File: src/rtl/booth_controller.sv
// rtl/booth_controller.sv - sequencing FSM for a radix-2 Booth multiplier datapath
// Decodes load/clear/shift/add-sub strobes from state and the datapath's q0/qm1 bits.
module booth_controller #(
  parameter int N  = 16,
  parameter int CW = 5
) (
  input  logic clk,
  input  logic rst_n,
  input  logic start,
  input  logic abort,
  input  logic q0,
  input  logic qm1,
  output logic opnd_sel,
  output logic ldM,
  output logic ldQ,
  output logic ldA,
  output logic clrA,
  output logic clrff,
  output logic sftA,
  output logic sftQ,
  output logic addsub,
  output logic busy,
  output logic done
);

  typedef enum logic [2:0] {
    S_IDLE,
    S_LDM,
    S_LDQ,
    S_EVAL,
    S_SHIFT,
    S_DONE
  } state_t;

  localparam logic [CW-1:0] CNT_INIT = CW'(N);
  localparam logic [CW-1:0] CNT_ONE  = CW'(1);

  state_t        state;
  state_t        state_nxt;
  logic [CW-1:0] cnt;

  always_ff @(posedge clk or negedge rst_n) begin
    if (!rst_n) begin
      state <= S_IDLE;
      cnt   <= '0;
    end else begin
      state <= state_nxt;
      if (abort && state != S_IDLE) begin
        cnt <= '0;
      end else if (state == S_LDQ) begin
        cnt <= CNT_INIT;
      end else if (state == S_SHIFT) begin
        cnt <= cnt - CNT_ONE;
      end
    end
  end

  always_comb begin
    state_nxt = state;
    opnd_sel  = 1'b0;
    ldM       = 1'b0;
    ldQ       = 1'b0;
    ldA       = 1'b0;
    clrA      = 1'b0;
    clrff     = 1'b0;
    sftA      = 1'b0;
    sftQ      = 1'b0;
    addsub    = 1'b0;
    busy      = 1'b0;
    done      = 1'b0;

    case (state)
      S_IDLE: begin
        if (start) state_nxt = S_LDM;
      end
      S_LDM: begin
        ldM       = 1'b1;
        clrA      = 1'b1;
        clrff     = 1'b1;
        busy      = 1'b1;
        state_nxt = S_LDQ;
      end
      S_LDQ: begin
        ldQ       = 1'b1;
        opnd_sel  = 1'b1;
        busy      = 1'b1;
        state_nxt = S_EVAL;
      end
      S_EVAL: begin
        busy      = 1'b1;
        // 01 adds M, 10 subtracts M; equal bits leave A untouched
        ldA       = q0 ^ qm1;
        addsub    = ~q0 & qm1;
        state_nxt = S_SHIFT;
      end
      S_SHIFT: begin
        sftA      = 1'b1;
        sftQ      = 1'b1;
        busy      = 1'b1;
        state_nxt = (cnt == CNT_ONE) ? S_DONE : S_EVAL;
      end
      S_DONE: begin
        done      = 1'b1;
        busy      = 1'b1;
        state_nxt = S_IDLE;
      end
      default: state_nxt = S_IDLE;
    endcase

    if (abort && state != S_IDLE) state_nxt = S_IDLE;
  end

endmodule

File: config.mk
export PLATFORM = sky130hd
export DESIGN_NAME = booth_controller
export DESIGN_NICKNAME = d
export VERILOG_FILES = /design/src/rtl/booth_controller.sv
export SDC_FILE = /design/constraint.sdc
export NUM_CORES = 1
export LEC_CHECK = 0
export ABC_AREA = 1
export ABC_CLOCK_PERIOD_IN_PS = 1300
export CORE_MARGIN = 2
export CORE_UTILIZATION = 45
export DETAILED_ROUTE_END_ITERATION = 10
export PLACE_DENSITY = 0.86
export SLEW_MARGIN = 20
export SYNTH_ARGS = -nofsm -noshare
export SYNTH_HDL_FRONTEND = slang
export SYNTH_SLANG_ARGS = --single-unit
File: constraint.sdc
create_clock -name clk -period 1.3 [get_ports clk]
set_input_delay 0.13 -clock clk [delete_from_list [all_inputs] [get_ports clk]]
set_output_delay 0.13 -clock clk [all_outputs]
set_load 0.02 [all_outputs]
==> results of run 1 <==
[worst paths after layout]
kind / start / to / slack, ns / cells after the start
worst max register to register: state[0] / cnt[1] / 0.09 / 8
worst max-delay path: state[0] / ldQ / 0.01 / 4
max in group asynchronous: rst_n / state[1] / 0.86 / 1
worst min register to register: cnt[1] / cnt[1] / 0.51 / 2
min in group clk: cnt[1] / cnt[1] / 0.51 / 2
worst min-delay path: rst_n / cnt[3] / 0.15 / 1
[critical path, stage by stage (launching register included)]
cell     delay [ns]
dfrtp_2        0.46
inv_2          0.07
nand2_1        0.07
nor2_2         0.14
buf_4          0.16
[power by group through the flow]
stage	clock network [mW]	registers, mW	logic [mW]
after global routing	0.204	0.451	1.63
after floorplan	0	0.414	0.788
after CTS	0.199	0.419	1.23
after detailed placement	0	0.424	1.29
final	0.186	0.444	1.48
after global placement	0	0.420	1.25
[through the flow]
stage	hold WS, ns	worst slack, ns	utilization
after floorplan	-0.1656	0.03039	-
after global placement	0.4275	-0.4183	0.6548
after CTS	0.1528	-0.0008697	0.6410
after detailed placement	0.4318	-0.4312	0.6548
final	0.1506	0.01267	0.7229
after global routing	0.1877	-0.04565	0.7229
[state kept, by name (all words and copies together), names as in the netlist]
name and flops:
state 3, cnt 5
[cell usage after synthesis, drive strengths merged]
master and number:
a21oi 4, nand2 21, nand3 13, inv 18
nor2 14, ha 3, nand4 2, buf 4
dfrtp 8, o21ai 1
[per-layer routing]
layer | vias to the layer above | wire length (µm) | global-route usage
met5 | - | 0 | 0
li1 | 327 | - | -
met4 | 0 | 21 | 0.07500
met2 | 24 | 756 | 0.3413
met1 | 288 | 585 | 0.2207
met3 | 3 | 92 | 0.02222
[cell type report]
cell class	instances	share of cell area
repair buffers	31	0.2892
well taps	15	0.02046
inverters	18	0.07367
clock buffers	3	0.02456
multi-input cells	58	0.3711
flip-flops and latches	8	0.2210
[kinds of logic after synthesis]
logic type      share of synthesized area
simple gates                       0.3987
buf+inv                            0.1628
flops                              0.3340
compound gates                    0.04175
fa+ha+maj                         0.06264
[repair_timing]
action,4_1_cts,5_1_grt
hold buffers,0,0
resized for setup,49,26
pin swaps,0,5
buffers inserted,1,3
endpoints found under the setup margin,11,12
==> results by group, run 1 <==
Die
  • DIE AREA: 0.001640 mm²
  • CORE AREA: 0.001269 mm²
  • Initial core utilization: 0.4724
  • I/O Pins: 17
  • Die Y: 40.50 µm
  • Site Rows: 13
  • Die W: 40.50 µm

Placed design
  • DP Cell Count: 126
  • RePlAce Congestion: 0.8455
  • Placed cell area: 830.8 µm²
  • HPWL after DPL: 1078 µm
  • Port-buffer cells: 16

Synthesis
  • Yosys reg bits: 8
  • Ranking of synthesized cells by area: dfrtp_1 33%, nand2_1 11%, nand3_1 10%
  • Synthesized area: 599.3 µm²
  • Synthesized area per cell: 6.811 µm²
  • Synth top area share: 0.3340
  • Seq/Total Area, Yosys: 0.3340
  • Count of mapped cells out of synthesis: 88
  • Cell taking the most area after synthesis: dfrtp_1
  • Post-synth cell types: 16
  • Synth Net Count: 97
  • Syn. warnings: 0

Pwr
  • Final Power: 2.109 mW
  • Pwr dens: 2300 mW/mm²
  • Internal Power: 1.141 mW
  • VDD IR max: 1.077 mV
  • Seq pwr share: 0.210
  • Comb pwr share: 0.701
  • LEAKAGE: 0.5084 nW
  • Clock share of power: 0.088
  • Net Switching: 0.9688 mW
  • Sw Share: 0.4593

Detailed routing
  • DR vias: 642
  • Routed len/inst: 10.94 µm
  • Number of vias per cell: 4.827
  • Drt first pass iters: 4
  • Post-DRT Antenna Nets: 0
  • Number of remaining DRC errors: 0
  • Routed WL: 1455 µm
  • Initial DRC Count: 14

Run
  • Max-capacitance violation count: 0

Timing
  • Crit share post-route: 0.9903
  • RSZ-0062 raised after global routing: true
  • Clock Skews: 0.006180 ns
  • Count of final setup violators: 0
  • Slew @ Worst Pin: 0.3578 ns
  • Slew Viols, Final: 0
  • FMAX: 0.7768 GHz
  • Slew headroom: 0.7607
  • Hold Violations, Final: 0
  • Min cycle time layout: 1.287 ns
  • TNS Setup: 0 ns

Clock network
  • Worst-path clk slew: 0.05 ns
  • Clk root buf: clkbuf_4
  • CTS H-tree depth: 1
  • CTS Buf Count: 3
  • Clk_lat worst skew: 0.25 ns
  • CTS max path bufs: 2
  • CTS tree: done
  • Clock sinks: 8

Layout
  • Area occupied by multi-input gates: 340.3 µm²
  • Fin cells: 133
  • Most frequent cells in the layout: 18 x buf_4, 16 x nand2_1, 12 x inv_1
  • Fraction of layout cells with a size suffix above 1: 0.4237
  • Sequential Area: 202.7 µm²
  • Final instance area: 917.1 µm²
  • Antenna Cells: 0
  • Commonest non-fill, non-tap cell in the layout: buf_4
  • Fillcell total: 102
  • Area Overhead vs Synth: 53.03%
  • Fin nets: 129

GRT
  • First-pass GRT wire length: 2001 µm
  • Vias in the first global route: 497
  • Aggregate global routing overflow: 0
  • Pin count of the biggest net entering global routing: 10
  • Initial antenna violation count: 0
  • GR Util All Layers: 0.1882

Min path
  • HP Class: in2async

Critical path
  • WS Path Type: reg2out
  • Kind of end point of the critical path: output port
  • Startpoint Class: flop
  • Worst Path Arrival: 1.16 ns
  • Required @ worst endpoint: 1.17 ns
  • Max FO, Critical Path: 5

Run status
  • Status: completed
(Power assumes the default switching activity.)
==> run 2: changes to the inputs <==
CORE_MARGIN = 8   (was 2)
==> results by group, run 2 (synthesis gave the netlist of run 1 again) <==
Timing
  • Clock Skews: 0.006425 ns (+0.0002459 ns)
  • Post-route worst setup slack: 0.003424 ns (-0.009242 ns)
  • Min cycle time layout: 1.297 ns (+0.009242 ns)
  • Slew headroom: 0.7513 (-0.009456)
  • Crit share post-route: 0.9974 (+0.007109)
  • Hold Violations, Final: 0 (unchanged)
  • Count of final setup violators: 0 (unchanged)
  • FMAX: 0.7713 GHz (-0.71%)
  • Slew Viols, Final: 0 (unchanged)
  • RSZ-0062 raised after global routing: true
  • Slew @ Worst Pin: 0.3720 ns (+0.01414 ns)

Critical path
  • FF-to-FF End: cnt[0]
  • WS Path Type: reg2out
  • Worst r2r path cells: 8 (unchanged)
  • Worst Setup EP: sftA
  • Worst setup startpoint: state[0]
  • Worst Path Arrival: 1.17 ns (about the same)
  • Kind of end point of the critical path: output port
  • Reg-to-reg slack, setup: 0.06 ns (-0.03 ns)
  • Required @ worst endpoint: 1.17 ns (about the same)
  • Max FO, Critical Path: 5 (unchanged)
  • Startpoint Class: flop
  • R2R Path Start: state[0]

GRT
  • GR Util All Layers: 0.1194 (-0.06886)
  • Aggregate global routing overflow: 0 (unchanged)
  • Vias in the first global route: 602 (+21%)
  • Initial antenna violation count: 0 (unchanged)
  • First-pass GRT wire length: 2449 µm (+22%)
  • Pin count of the biggest net entering global routing: 10 (unchanged)

Layout
  • Area Overhead vs Synth: 48.23%
  • Finished Core Util: 0.7002 (-0.02268)
  • Most frequent cells in the layout: 22 x buf_4, 16 x nand2_1, 12 x inv_1
  • Largest Register: cnt
  • Final instance area: 888.4 µm² (-3.1%)
  • Max FFs per register: 5 (unchanged)
  • Fillcell total: 110 (+7.8%)
  • Fin nets: 128 (-0.78%)
  • Top flop regs: cnt x5, state x3
  • Commonest non-fill, non-tap cell in the layout: buf_4
  • Fraction of layout cells with a size suffix above 1: 0.4188 (-0.004925)
  • Antenna Cells: 0 (unchanged)

Clock network
  • Clock sinks: 8 (unchanged)
  • Clk root buf: clkbuf_4
  • CTS max path bufs: 2 (unchanged)
  • Clk_lat worst skew: 0.26 ns (about the same)
  • Worst-path clk slew: 0.06 ns (about the same)
  • CTS H-tree depth: 1 (unchanged)
  • CTS Buf Count: 3 (unchanged)
  • CTS tree: done

Detailed routing
  • Drt first pass iters: 4 (unchanged)
  • Met2 routed WL: 748 µm (-1.1%)
  • Routed WL: 1555 µm (+6.9%)
  • Met3 wire length: 115 µm (+25%)
  • DR vias: 639 (-0.47%)
  • Post-DRT Antenna Nets: 0 (unchanged)
  • Met1 Wirelength: 654 µm (+12%)
  • Number of vias per cell: 4.841 (+0.29%)
  • Initial DRC Count: 11 (-3)
  • Routed len/inst: 11.78 µm (+7.7%)
  • Highest routed metal layer: met4
  • Number of remaining DRC errors: 0 (unchanged)

Run status
  • Status: completed

Placed design
  • Placed cell area: 830.8 µm² (unchanged)
  • Port-buffer cells: 16 (unchanged)
  • RePlAce Congestion: 0.8302 (-1.8%)
  • Setup WS pre-CTS: -0.4429 ns (-0.01166 ns)
  • HPWL after DPL: 1189 µm (+10%)

Die
  • DIE AREA: 0.002756 mm² (+68%)
  • Site Rows: 13 (unchanged)
  • CORE AREA: 0.001269 mm² (unchanged)
  • Initial core utilization: 0.4724 (unchanged)
  • Die W: 52.50 µm (+30%)
  • Die Y: 52.50 µm (+30%)
  • I/O Pins: 17 (unchanged)

Pwr
  • LEAKAGE: 0.4862 nW (-4.4%)
  • Pwr dens: 2311 mW/mm² (+0.47%)
  • VDD IR max: 0.9995 mV (-7.2%)
  • Final Power: 2.053 mW (-2.7%)

Min path
  • HP Class: in2async

Run
  • Max-capacitance violation count: 0 (unchanged)
==> run 2: what timing repair did <==
| action | 4_1_cts | 5_1_grt |
|---|---|---|
| buffers inserted | 2 | 1 |
| pin swaps | 0 | 3 |
| hold buffers | 0 | 0 |
| gates resized for setup | 48 | 23 |
| endpoints found under the setup margin | 11 | 11 |
==> run 2: stage by stage <==
stage	hold slack, ns	TNS, ns	std cells
5_1_grt	0.1696	-0.3246	132
6_report	0.1499	0	132
4_1_cts	0.1507	-0.01684	131
3_5_place_dp	0.4369	-2.446	126
3_3_place_gp	0.4298	-2.187	126
2_1_floorplan	-0.1656	0	88
==> run 2: layout make-up <==
class / instances / area [µm²] / area share
Sequential cell: 8 / 202.7 / 0.2282
Inverter: 18 / 67.56 / 0.07606
Clock buffer: 3 / 22.52 / 0.02535
Multi-Input combinational cell: 58 / 327.8 / 0.3690
Tap cell: 15 / 18.77 / 0.02113
Timing Repair Buffer: 30 / 249.0 / 0.2803
==> run 2: critical path: stages (launching register included) <==
cell and delay [ns]:
dfrtp_2 0.46, buf_4 0.16, nor2_4 0.14, buf_6 0.14
==> run 2: layer usage <==
metal | vias to the layer above | GRT usage
li1 | 328 | -
met2 | 22 | 0.1957
met4 | 0 | 0.09052
met5 | - | 0
met3 | 4 | 0.03409
met1 | 285 | 0.1256
==> run 2: how the worst min path moves through the flow <==
stage	depth (start not counted)	slack [ns]	startpoint	endpoint
after global placement	1	0.43	rst_n	cnt[3]
after detailed placement	1	0.44	rst_n	cnt[3]
after CTS	1	0.15	rst_n	cnt[3]
after floorplan	0	-0.17	rst_n	cnt[0]
final	1	0.15	rst_n	cnt[3]
after global routing	1	0.17	rst_n	cnt[3]
==> run 2: power by group <==
part           switching [mW]  internal [mW]
Sequential             0.0979          0.340
Clock                  0.0892          0.106
Combinational           0.771          0.649
Total                   0.958           1.10
